File: config.mk
export PLATFORM = sky130hd
export DESIGN_NAME = latch_load_sequencer
export DESIGN_NICKNAME = d
export VERILOG_FILES = /design/src/rtl/latch_seq_pkg.sv /design/src/rtl/phase_counter.sv /design/src/rtl/latch_load_sequencer.sv
export SDC_FILE = /design/constraint.sdc
export NUM_CORES = 1
export LEC_CHECK = 0
export ABC_AREA = 1
export BUFFER_PORTS_ARGS = -buffer_cell sky130_fd_sc_hd__buf_2
export CAP_MARGIN = 20
export CORE_UTILIZATION = 45
export CTS_BUF_LIST = sky130_fd_sc_hd__clkbuf_8
export CTS_CLUSTER_DIAMETER = 150
export DETAILED_ROUTE_END_ITERATION = 12
export PLACE_DENSITY_LB_ADDON = 0.25
export REMOVE_ABC_BUFFERS = 1
export SYNTH_ARGS = -nofsm -noshare
export SYNTH_HDL_FRONTEND = slang
export SYNTH_SLANG_ARGS = --single-unit
export TNS_END_PERCENT = 5
File: constraint.sdc
create_clock -name clk -period 2.9 [get_ports clk]
set_clock_uncertainty 0.15 [all_clocks]
set_input_delay 0.58 -clock clk [delete_from_list [all_inputs] [get_ports clk]]
set_output_delay 0.58 -clock clk [all_outputs]
set_load 0.005 [all_outputs]
File: src/rtl/latch_seq_pkg.sv
// rtl/latch_seq_pkg.sv - shared state encoding and counter sizing for latch_load_sequencer
package latch_seq_pkg;

  typedef enum logic [2:0] {
    IDLE   = 3'd0,
    SETUP  = 3'd1,
    STROBE = 3'd2,
    HOLD   = 3'd3,
    CLEAR  = 3'd4
  } state_t;

  // Wide enough to hold the longest phase length, so every N-1 load fits.
  function automatic int cnt_width(input int setup_cyc, input int strobe_cyc, input int hold_cyc);
    int m;
    m = setup_cyc;
    if (strobe_cyc > m) m = strobe_cyc;
    if (hold_cyc > m) m = hold_cyc;
    return $clog2(m + 1);
  endfunction

endpackage

File: src/rtl/phase_counter.sv
// rtl/phase_counter.sv - loadable down-counter with zero flag, saturating at 0
module phase_counter #(
  parameter int CW = 2
) (
  input  logic          clk,
  input  logic          reset,
  input  logic          load,
  input  logic [CW-1:0] load_value,
  output logic          zero
);

  logic [CW-1:0] count;

  always_ff @(posedge clk) begin
    if (reset) begin
      count <= '0;
    end else if (load) begin
      count <= load_value;
    end else if (count != '0) begin
      count <= count - 1'b1;
    end
  end

  assign zero = (count == '0);

endmodule

File: src/rtl/latch_load_sequencer.sv
// rtl/latch_load_sequencer.sv - setup/strobe/hold enable sequencer for a D-latch bank
// Optional latch clear path (clr_req, latch_reset_n, CLEAR state) under LATCH_CLR_EN.
module latch_load_sequencer
  import latch_seq_pkg::*;
#(
  parameter int WIDTH      = 8,
  parameter int SETUP_CYC  = 1,
  parameter int STROBE_CYC = 2,
  parameter int HOLD_CYC   = 1
) (
  input  logic             clk,
  input  logic             reset,
  input  logic             in_valid,
  input  logic [WIDTH-1:0] in_data,
  output logic             in_ready,
  output logic [WIDTH-1:0] d,
  output logic             enable,
  output logic             busy,
`ifdef LATCH_CLR_EN
  input  logic             clr_req,
  output logic             latch_reset_n,
`endif
  output logic             done
);

  localparam int CW = cnt_width(SETUP_CYC, STROBE_CYC, HOLD_CYC);
  localparam logic [CW-1:0] SETUP_LD  = CW'(SETUP_CYC - 1);
  localparam logic [CW-1:0] STROBE_LD = CW'(STROBE_CYC - 1);
  localparam logic [CW-1:0] HOLD_LD   = CW'((HOLD_CYC > 0) ? HOLD_CYC - 1 : 0);

  state_t           state, state_next;
  logic             cnt_load;
  logic [CW-1:0]    cnt_value;
  logic             cnt_zero;
  logic [WIDTH-1:0] d_next;
  logic             enable_next;
  logic             done_next;
`ifdef LATCH_CLR_EN
  logic             lrn_next;
`endif

  phase_counter #(.CW(CW)) u_phase_counter (
    .clk        (clk),
    .reset      (reset),
    .load       (cnt_load),
    .load_value (cnt_value),
    .zero       (cnt_zero)
  );

  always_ff @(posedge clk) begin
    if (reset) begin
      state  <= IDLE;
      d      <= '0;
      enable <= 1'b0;
      done   <= 1'b0;
`ifdef LATCH_CLR_EN
      latch_reset_n <= 1'b1;
`endif
    end else begin
      state  <= state_next;
      d      <= d_next;
      enable <= enable_next;
      done   <= done_next;
`ifdef LATCH_CLR_EN
      latch_reset_n <= lrn_next;
`endif
    end
  end

  always_comb begin
    state_next = state;
    cnt_load   = 1'b0;
    cnt_value  = '0;
    d_next     = d;
    done_next  = 1'b0;
    case (state)
      IDLE: begin
`ifdef LATCH_CLR_EN
        if (clr_req) begin
          state_next = CLEAR;
          cnt_load   = 1'b1;
          cnt_value  = STROBE_LD;
          d_next     = '0;
        end else
`endif
        if (in_valid) begin
          state_next = SETUP;
          cnt_load   = 1'b1;
          cnt_value  = SETUP_LD;
          d_next     = in_data;
        end
      end
      SETUP: begin
        if (cnt_zero) begin
          state_next = STROBE;
          cnt_load   = 1'b1;
          cnt_value  = STROBE_LD;
        end
      end
      STROBE: begin
        if (cnt_zero) begin
          if (HOLD_CYC > 0) begin
            state_next = HOLD;
            cnt_load   = 1'b1;
            cnt_value  = HOLD_LD;
          end else begin
            state_next = IDLE;
            done_next  = 1'b1;
          end
        end
      end
      HOLD: begin
        if (cnt_zero) begin
          state_next = IDLE;
          done_next  = 1'b1;
        end
      end
      CLEAR: begin
        if (cnt_zero) begin
          state_next = IDLE;
          done_next  = 1'b1;
        end
      end
      default: state_next = IDLE;
    endcase
    // Outputs are registered from the next state so they align with the phase.
    enable_next = (state_next == STROBE);
`ifdef LATCH_CLR_EN
    lrn_next = (state_next != CLEAR);
`endif
  end

  assign busy     = (state != IDLE);
  assign in_ready = (state == IDLE) && !reset;

endmodule

Word level (Yosys, flattened, before mapping)
Index checks and enable logic that the tools add are counted.
{"block": "totals", "word_cells": 35, "ff_bits": 15, "out_inout_bits": 12, "inputBits": 11}
{"block": "op_classes", "muxes": 12, "eq_ne": 5, "n_bitwise": 1, "add_sub_neg": 1, "reduce_logical": 11}
{"cell": "2-to-1 mux 3 bit", "n": 4}
{"cell": "case mux 3 bit (4 select lines)", "n": 1}
{"cell": "equality test 3 x 2 -> 1 bit, second input constant", "n": 3}
{"cell": "OR reduction 2 bit", "n": 3}
{"cell": "2-to-1 mux 1 bit", "n": 4}
{"cell": "2-to-1 mux 2 bit", "n": 2}
{"cell": "nonzero test 2 bit", "n": 2}
{"cell": "equality test 3 x 1 -> 1 bit, second input constant", "n": 1}
{"cell": "equality test 3 bit, second input constant", "n": 1}
{"cell": "logical NOT 3 bit", "n": 1}
{"cell": "nonzero test 3 bit", "n": 1}
{"cell": "logical NOT 2 bit", "n": 1}
{"cell": "case mux 1 bit (2 select lines)", "n": 1}
{"cell": "AND reduction 2 bit", "n": 1}
{"cell": "subtractor 2 x 1 -> 2 bit, second input constant", "n": 1}
{"cell": "logical AND 1 bit", "n": 1}
{"cell": "logical NOT 1 bit", "n": 1}
{"cell": "inverter 1 bit", "n": 1}

Logic depth before layout (Yosys ltp)
Gate-level depths: netlist of the first run.
{"block": "logic_depth", "ltp_word": 4, "ltp_mapped": 10, "ltp_nobuf": 9}

Modules after synthesis
Synthesis of the first run repeated with hierarchy kept, for this count alone.
{"block": "unflattened", "hier_cells": 93, "area_unflattened_um2": 705.7}
{"module": "latch_load_sequencer", "seq_area_each_um2": 260.2, "n_inst": 1, "area_each_um2": 591.8, "cells_each": 76}
{"module": "phase_counter", "seq_area_each_um2": 40.0, "n_inst": 1, "area_each_um2": 113.9, "cells_each": 17}

Worst setup path before layout of the first run
OpenSTA, ideal clock, no wires.
{"block": "synth_timing", "path_kind": "reg-to-output", "from": "reg state[2]", "to": "out in_ready", "stages_incl_launch_ff": 4, "setup_slack_ns": 1.465, "required_ns": 2.170, "arrival_ns": 0.705, "path_buffers": 0, "cell_sequence": "dfxtp_1 -> nor2_4 -> nand2_1 -> nor2_1"}
{"block": "synth_via", "elab_chain_cells": 2}
{"item": "from (decl)", "line": "latch_load_sequencer.sv:31", "source": "state_t state, state_next;"}
{"item": "from (signal assigned)", "line": "latch_load_sequencer.sv:60", "source": "state <= state_next;"}
{"item": "logical NOT 3 bit", "line": "latch_load_sequencer.sv:134", "source": "assign in_ready = (state == IDLE) && !reset;"}
{"item": "logical AND 1 bit", "line": "latch_load_sequencer.sv:134"}
{"item": "to (decl)", "line": "latch_load_sequencer.sv:15", "source": "output logic in_ready,"}
No other way between the ends.

Final worst setup path of the first run
Ends and elaborated chain as after synthesis.

==> results.md, run 1 <==
* Leak pwr at 0.4336 nW
* PostCTS Resize Cnt at 0
* Worst path bufs/invs at 1
* Reg2reg start: u_phase_counter.count[0]
* GP Congestion at 0.7500
* Reg2Reg Depth at 8
* DRC viols at 0
* Max_cap viols at 0
* Fill count at 130
* Share of layout cells above drive strength 1 at 29.20%
* Synth Area in Adders at 1.815%
* Vias in the first global route at 402
* Netlist cell types at 20
* Critical path, cell by cell: nor2_4, nand2_1, nor2_1, buf_2
* Mux cell area share after synthesis at 0%
* Die X at 41.14 um
* Actual slew at the worst max-slew pin at 309.7 ps
* Starting Density at 50.46%
* Postcts setup bufs at 0
* Die H at 41.14 um
* Pwr per Cell Area at 882.4 nW/um^2
* Worst hold margin at 290.5 ps
* Tcrit/Tclk final at 61.51%
* Fin. max-slew vios at 0
* Vias at 591
* Drt wl/cell at 8.828 um
* Worst hold start: d[5]
* Hold crit path type: reg -> reg
* Area contributors post-synth: dfxtp_1 (44%), inv_1 (9.8%), nand2_1 (8.2%), o21ai_0 (6.5%), a21oi_1 (5.8%)
* Compound-Gate Fraction of Synth Area at 12.34%
* Multi-input gate area at 286.5 um^2
* TritonCTS clock tree: done
* DR iter-0 viols at 8
* Rows at 13
* Worst skew pair latency at 240 ps
* Placed Cells at 124
* GRT Util Overall at 14.78%
* Crit start category: flop
* Dpl hpwl at 847 um
* Yosys top cell by area: dfxtp_1
* Crit path kind: reg -> out
* Unrepaired setup endpoints after global routing: false
* Initial antenna violation count at 0
* Core ar. at 1366 um^2
* Post-synthesis cell count at 91
* Share of the synthesized area in the top cell type at 43.56%
* PnR Total Power at 0.0007353 W
* CP max FO at 5
* Routed WL at 1130 um
* Clk sink count at 15
* Max Clock Freq at 0.5606 GHz
* Final hold violation count at 0
* Post-Layout Cell Count at 128
* Drt pass-1 iters at 3
* GRT overflow at 0
* Ant. Diodes at 0
* CP startpoint: state[2]
* Longest Clk Path Bufs at 2
* Synth Area in XOR/XNOR at 0%
* Die area at 1693 um^2
* I/O Pins at 23
* Max VDD drop at 0.0004469 V
* Max incr delay on CP at 350 ps
* Hold Path Cell Cnt at 2
* Num CTS Buffers at 3
* First-pass GRT wire length at 1635 um
* Htree depth at 1
* Register area at 300.3 um^2
* Final layout net count at 126
* Ys Warns at 0
* Clk slew on worst S/H paths at 60 ps
* Largest family of logic cells by synthesized area: simple AND/OR/NAND/NOR gates
* Post-synthesis sequential area ratio at 43.56%
* TNS Setup at 0 ps
* Count of input and output buffers at 22
* Synthesized flop and latch total at 15
* WP depth at 4
* Clock Tree Root: clkbuf_8
* Hold Buf Count CTS at 0
* P&R area growth vs syn at 20.87%
* Critical Path AT at 1050 ps
* Setup crit end kind: primary output
* Top delay family on crit path: simple AND/OR/NAND/NOR gates
* Rel. slew slack at 79.33%
* Pin count of the biggest net entering global routing at 21
* DRT antenna net count at 0
* Mean Syn Cell Area at 7.576 um^2
* # setup viols final at 0
* Drt via density at 4.617
* Outcome: finished, final reports clean
* Simple-Gate Fraction of Synth Area at 27.40%
* Period minus WS final at 1784 ps
* Mapped cell area at 689.4 um^2
* CP max-delay cell: dfxtp_1
* CP required at 2170 ps
worst paths after layout:
path / endpoint / slack (ps)
setup reg to reg: state[0] / 1440
setup / recovery: in_ready / 1120
hold reg to reg: d[5] / 290
hold / removal: d[5] / 290
final cells by class:
class,count,area share [%]
inverters,19,8.559
repair buffers,22,13.21
multi-input cells,53,34.38
well taps,15,2.252
clock buffers,3,4.955
clock inverters,1,0.6006
flip-flops and latches,15,36.04
per-stage QoR:
step | instance area, um^2 | utilization, % | setup WS [ps]
4_1_cts | 833.3 | 60.99 | 1108
6_report | 833.3 | 60.99 | 1116
2_1_floorplan | 658.1 | - | 1465
5_1_grt | 833.3 | 60.99 | 1051
3_5_place_dp | 787.0 | 57.60 | 1262
3_3_place_gp | 787.0 | 57.60 | 1269
registers in the layout, indices dropped and copies added, names as in the netlist:
register and cells:
d 8, done 1, enable 1, state 3
u_phase_counter.count 2
cells in the final DEF, fill, tap and decap left out, drive strengths merged:
master,count
or2,1
clkbuf,3
nor4,1
a21oi,8
dfxtp,15
inv,19
nand2,15
buf,22
nor3,2
nand4,1
nand3,6
nor2,9
o21ai,9
ha,1
clkinv,1
tightest hold or removal path, delay by kind of cell (launching register included):
kind / cells / cell delay [ps]
flops: 1 / 310
compound gates: 1 / 50
buf+inv: 1 / 40
metal layers:
layer | wire (um) | GRT usage [%] | part of all wire (%)
met5 | 0 | 0 | 0
met4 | 11 | 9.677 | 0.97
met3 | 46 | 3.261 | 4.1
met2 | 510 | 21.48 | 45
met1 | 562 | 19.34 | 50
where the power goes:
part           switching [W]  internal [W]  total (W)
Clock              0.0000714     0.0000948   0.000166
Combinational       0.000168      0.000117   0.000285
Sequential         0.0000303      0.000254   0.000284
logic make-up (layout without fill, tap and decap cells):
| logic type | after synthesis | count (layout) |
|---|---|---|
| flip-flops | 15 | 15 |
| adder cells (fa/ha/maj) | 1 | 1 |
| AND/OR/NAND/NOR | 35 | 35 |
| buffers and inverters | 23 | 45 |
| AO/OA/AOI/OAI | 17 | 17 |
Yosys cell counts:
library cell / instances
nand4_1: 1
nor2_2: 1
inv_2: 1
nand3_1: 4
dfxtp_1: 15
nand2_1: 15
clkbuf_1: 1
clkbuf_2: 1
nor2_4: 1
buf_6: 2
ha_1: 1
nand3_4: 2
nor3_1: 1
inv_1: 18
or2_2: 1
nor3_2: 1
a21oi_1: 8
nor2_1: 7
nor4_1: 1
o21ai_0: 9
Power figures use the tool's default switching activity.
==> run 2: changes to the inputs <==
clock period = 1.7 ns   (was 2.9 ns; I/O delays follow)
==> run 2 against run 1 <==
  * Count of clock-buffer cells in the layout stayed put
  * First-iteration DRC count stayed put
  * Cell count did not move
  * Total power grew 73%
  * Register-to-register slack worse by 1200 ps
  * Utilization is the same
  * Sequential share of layout area stayed put
  * Largest power group unchanged
==> results.md, run 2 (synthesis results as in run 1) <==
* Outcome: finished, final reports clean (unchanged)
* Worst skew pair latency at 250 ps (was 240 ps)
* Final instance area at 833.3 um^2 (unchanged)
* Htree depth at 1 (unchanged)
* Clk sink count at 15 (unchanged)
* Ant. Diodes at 0 (unchanged)
* GRT overflow at 0 (unchanged)
* PostCTS Resize Cnt at 0 (unchanged)
* GRT Util Overall at 16.80% (was 14.78%)
* Rel. slew slack at 78.88% (was 79.33%)
* Drt wl/cell at 9.563 um (was 8.828 um)
* Crit path kind: reg -> out (unchanged)
* Core ar. at 1366 um^2 (unchanged)
* Setup crit end kind: primary output (unchanged)
* P&R area growth vs syn at 20.87% (unchanged)
* Actual slew at the worst max-slew pin at 316.5 ps (was 309.7 ps)
* Worst hold margin at 177.2 ps (was 290.5 ps)
* Die X at 41.14 um (unchanged)
* Die H at 41.14 um (unchanged)
* Vias in the first global route at 434 (was 402)
* Max incr delay on CP at 350 ps (about the same)
* Period minus WS final at 1555 ps
* Starting Density at 50.46% (unchanged)
* Initial antenna violation count at 0 (unchanged)
* Most frequent cells in the layout: buf_2 (22), inv_1 (18), nand2_1 (15), dfxtp_1 (15), o21ai_0 (9) (unchanged)
* I/O Pins at 23 (unchanged)
* Max Clock Freq at 0.6429 GHz
* Max reg flops at 8 (unchanged)
* First-pass GRT wire length at 1828 um (was 1635 um)
* Share of layout cells above drive strength 1 at 29.20% (unchanged)
* Postcts setup bufs at 0 (unchanged)
* Pin count of the biggest net entering global routing at 21 (unchanged)
* Clock Tree Root: clkbuf_8 (unchanged)
* Final hold violation count at 0 (unchanged)
* Leak pwr at 0.4336 nW (unchanged)
* Count of input and output buffers at 22 (unchanged)
* Fill count at 134 (was 130)
* Most common cell after layout, fill and taps aside: buf_2 (unchanged)
* Placed inst area at 787.0 um^2 (unchanged)
* CP max FO at 5 (unchanged)
* # setup viols final at 0 (unchanged)
* Drt pass-1 iters at 4 (was 3)
* Rows at 13 (unchanged)
* Largest Register: d (unchanged)
* Hold Buf Count CTS at 0 (unchanged)
* Max_cap viols at 0 (unchanged)
* DRC viols at 0 (unchanged)
* Crit start category: flop (unchanged)
* Unrepaired setup endpoints after global routing: false (unchanged)
* Largest regs: d: 8 flops, state: 3 flops, u_phase_counter.count: 2 flops (unchanged)
* Critical path, cell by cell: nor2_4, nand2_1, nor2_1, buf_2 (unchanged)
* Final Worst Setup Slack at 144.6 ps (was 1116 ps)
* CP max-delay cell: dfxtp_1 (unchanged)
* Routed WL at 1224 um (was 1130 um)
* PnR Total Power at 0.001271 W (was 0.0007353 W)
* Fin. max-slew vios at 0 (unchanged)
* CP required at 1210 ps (was 2170 ps)
* Num CTS Buffers at 3 (unchanged)
* Die area at 1693 um^2 (unchanged)
* TritonCTS clock tree: done (unchanged)
* Longest Clk Path Bufs at 2 (unchanged)
* Drt via density at 4.750 (was 4.617)
* GP Congestion at 0.8528 (was 0.7500)
* Clk slew on worst S/H paths at 60 ps (about the same)
* TNS Setup at 0 ps (unchanged)
* Dpl hpwl at 865.5 um (was 847 um)
* Max VDD drop at 0.0008289 V (was 0.0004469 V)
* Hold crit path type: in -> reg (was reg -> reg)
* Final layout net count at 126 (unchanged)
* Critical Path AT at 1070 ps (was 1050 ps)
* Pwr per Cell Area at 1525 nW/um^2 (was 882.4 nW/um^2)
* Vias at 608 (was 591)
* Tcrit/Tclk final at 91.49%
* Post-place setup slack at 230.1 ps (was 1262 ps)
* DR iter-0 viols at 8 (unchanged)
* DRT antenna net count at 0 (unchanged)
-- run 2: worst paths after layout --
kind | from | endpoint | slack (ps) | cells past startpoint
max | state[2] | in_ready | 140 | 4
min | reset | state[1] | 180 | 2
max reg2reg | u_phase_counter.count[0] | u_phase_counter.count[0] | 210 | 9
min reg2reg | d[5] | d[5] | 290 | 2
-- run 2: layout make-up --
type | count | area [um^2] | share of cell area, %
multi-input cells | 53 | 286.5 | 34.38
repair buffers | 22 | 110.1 | 13.21
inverters | 19 | 71.32 | 8.559
flip-flops and latches | 15 | 300.3 | 36.04
well taps | 15 | 18.77 | 2.252
clock buffers | 3 | 41.29 | 4.955
clock inverters | 1 | 5.005 | 0.6006
-- run 2: stage by stage --
step	std cells	utilization [%]
2_1_floorplan	87	-
3_3_place_gp	124	57.60
3_5_place_dp	124	57.60
4_1_cts	128	60.99
5_1_grt	128	60.99
6_report	128	60.99
-- run 2: where the power goes --
part	internal (W)	switching [W]	leakage (nW)
Sequential	0.000433	0.0000531	0.124
Combinational	0.000200	0.000292	0.285
Clock	0.000162	0.000130	0.0255
Total	0.000796	0.000475	0.434
-- run 2: critical path: cells and delay by family (launching register included) --
family,cells,cell delay [ps]
buf+inv,1,110
flops,1,350
simple gates,3,360
-- run 2: layer usage --
metal / GRT usage, % / routed length, um / vias up
li1: - / - / 329
met1: 21.64 / 623 / 261
met2: 24.61 / 543 / 14
met3: 3.261 / 41 / 4
met4: 12.10 / 16 / 0
met5: 0 / 0 / -
==> run 3: changes to the inputs <==
CORE_MARGIN = 5   (was default)
==> run 3 against run 2 <==
  * Cell count up 0.78%
  * Global-route usage down 5.2 points
  * Register-to-register slack better by 30 ps
  * Largest cell class unchanged
  * Non-clock buffer count unchanged
  * Largest power group unchanged
  * Cell area up 0.15%
  * Critical path type unchanged
  * Highest routed layer unchanged
  * Critical path depth unchanged
==> results.md, run 3 (synthesis results as in run 1) <==
* Outcome: finished, final reports clean (unchanged)
* TNS Setup at 0 ps (unchanged)
* Sw Share at 37.33% (was 37.38%)
* GRT Util Overall at 11.58% (was 16.80%)
* Drt pass-1 iters at 4 (unchanged)
* Core ar. at 1471 um^2 (was 1366 um^2)
* Pin count of the biggest net entering global routing at 21 (unchanged)
* Fin. max-slew vios at 0 (unchanged)
* Hold crit path type: in -> reg (unchanged)
* Actual slew at the worst max-slew pin at 303.7 ps (was 316.5 ps)
* I/O Pins at 23 (unchanged)
* Worst path bufs/invs at 1 (unchanged)
* # setup viols final at 0 (unchanged)
* Fill count at 164 (was 134)
* Largest regs: d: 8 flops, state: 3 flops, u_phase_counter.count: 2 flops (unchanged)
* Rel. slew slack at 79.73% (was 78.88%)
* Htree depth at 1 (unchanged)
* Final layout net count at 126 (unchanged)
* Worst hold margin at 184.6 ps (was 177.2 ps)
* Longest Clk Path Bufs at 2 (unchanged)
* Clk sink count at 15 (unchanged)
* Routed WL at 1333 um (was 1224 um)
* Rows at 14 (was 13)
* Clk slew on worst S/H paths at 60 ps (about the same)
* Clock Tree Root: clkbuf_8 (unchanged)
* Final instance area at 834.6 um^2 (was 833.3 um^2)
* Post-Layout Cell Count at 129 (was 128)
* Drt via density at 4.721 (was 4.750)
* Crit start category: flop (unchanged)
* DRC viols at 0 (unchanged)
* Max_cap viols at 0 (unchanged)
* Tcrit/Tclk final at 91.84% (was 91.49%)
* Die area at 2415 um^2 (was 1693 um^2)
* Num CTS Buffers at 3 (unchanged)
* Drt wl/cell at 10.33 um (was 9.563 um)
* PostCTS Resize Cnt at 0 (unchanged)
* Period minus WS final at 1561 ps (was 1555 ps)
* Fin util at 56.72% (was 60.99%)
* Worst skew pair latency at 240 ps (was 250 ps)
* Max reg flops at 8 (unchanged)
* Power share of the clock group at 22.8% (was 23.0%)
* CP max FO at 5 (unchanged)
* GRT overflow at 0 (unchanged)
* Final hold violation count at 0 (unchanged)
* Placed inst area at 788.3 um^2 (was 787.0 um^2)
* CP required at 1210 ps (about the same)
* Unrepaired setup endpoints after global routing: false (unchanged)
* Combinational power share at 38.9% (was 38.7%)
* Die H at 49.14 um (was 41.14 um)
* Critical path, cell by cell: nor2_4, nand2_1, nor2_1, buf_2 (unchanged)
* Hold Buf Count CTS at 0 (unchanged)
* Top delay family on crit path: simple AND/OR/NAND/NOR gates (unchanged)
* Max incr delay on CP at 350 ps (about the same)
* Vias at 609 (was 608)
* DRT antenna net count at 0 (unchanged)
* Placed Cells at 125 (was 124)
* CP max-delay cell: dfxtp_1 (unchanged)
* P&R area growth vs syn at 21.05% (was 20.87%)
* Postcts setup bufs at 0 (unchanged)
* Vias in the first global route at 566 (was 434)
* Most frequent cells in the layout: buf_2 (22), inv_1 (18), nand2_1 (15), dfxtp_1 (15), o21ai_0 (9) (unchanged)
* Crit path kind: reg -> out (unchanged)
* Pint at 0.0007956 W (was 0.0007959 W)
* DR iter-0 viols at 8 (unchanged)
* Critical Path AT at 1070 ps (about the same)
* Largest Register: d (unchanged)
* Max VDD drop at 0.0006592 V (was 0.0008289 V)
* Pwr per Cell Area at 1521 nW/um^2 (was 1525 nW/um^2)
* Dpl hpwl at 1015 um (was 865.5 um)
* P_sw at 0.0004740 W (was 0.0004750 W)
* Count of input and output buffers at 22 (unchanged)
* Initial antenna violation count at 0 (unchanged)
* Ant. Diodes at 0 (unchanged)
* Share of power burned in registers at 38.4% (was 38.3%)
* GP Congestion at 0.7931 (was 0.8528)
* Most common cell after layout, fill and taps aside: buf_2 (unchanged)
* Die X at 49.14 um (was 41.14 um)
* First-pass GRT wire length at 2297 um (was 1828 um)
* TritonCTS clock tree: done (unchanged)
* Share of layout cells above drive strength 1 at 29.20% (unchanged)
* Max Clock Freq at 0.6405 GHz (was 0.6429 GHz)
* Leak pwr at 0.4336 nW (unchanged)
* Setup crit end kind: primary output (unchanged)
* Starting Density at 46.85% (was 50.46%)
run 3: cell counts in the layout (fill, tap and decap cells not counted):
Identical to the previous run, type by type.
run 3: area by class of cell:
| cell class | count | area [um^2] | area share, % |
|---|---|---|---|
| sequential | 15 | 300.3 | 35.98 |
| multi-input combinational | 53 | 286.5 | 34.33 |
| timing repair buffer | 22 | 110.1 | 13.19 |
| inverter | 19 | 71.32 | 8.546 |
| clock buffer | 3 | 41.29 | 4.948 |
| tap | 16 | 20.02 | 2.399 |
| clock inverter | 1 | 5.005 | 0.5997 |
run 3: per-stage QoR:
step                      total power (W)  worst slack, ps
after detailed placement        0.0009922            259.9
after CTS                        0.001283            135.1
after global placement          0.0009742            296.8
after global routing             0.001377            49.01
final                            0.001270            138.7
after floorplan                 0.0008481            367.2
run 3: final timing paths:
kind | from | end | slack [ps] | depth (start not counted)
worst min-delay path | reset | state[1] | 180 | 2
worst max register to register | u_phase_counter.count[0] | u_phase_counter.count[0] | 240 | 9
worst max-delay path | state[2] | in_ready | 140 | 4
worst min register to register | d[5] | d[5] | 290 | 2
run 3: power groups by stage:
stage / Clock [W] / Sequential, W / Combinational, W
finish: 0.000289 / 0.000487 / 0.000493
global route: 0.000312 / 0.000501 / 0.000564
CTS: 0.000294 / 0.000487 / 0.000501
detailed placement: 0 / 0.000493 / 0.000500
global placement: 0 / 0.000491 / 0.000483
floorplan: 0 / 0.000493 / 0.000355
run 3: routing by layer:
layer	GRT usage [%]	part of all wire [%]	vias up	routed length, um
met5	0	0	-	0
met4	4.036	0.98	0	13
met3	3.058	4.7	2	62
met2	19.96	49	14	654
met1	13.54	45	269	602
li1	-	-	324	-
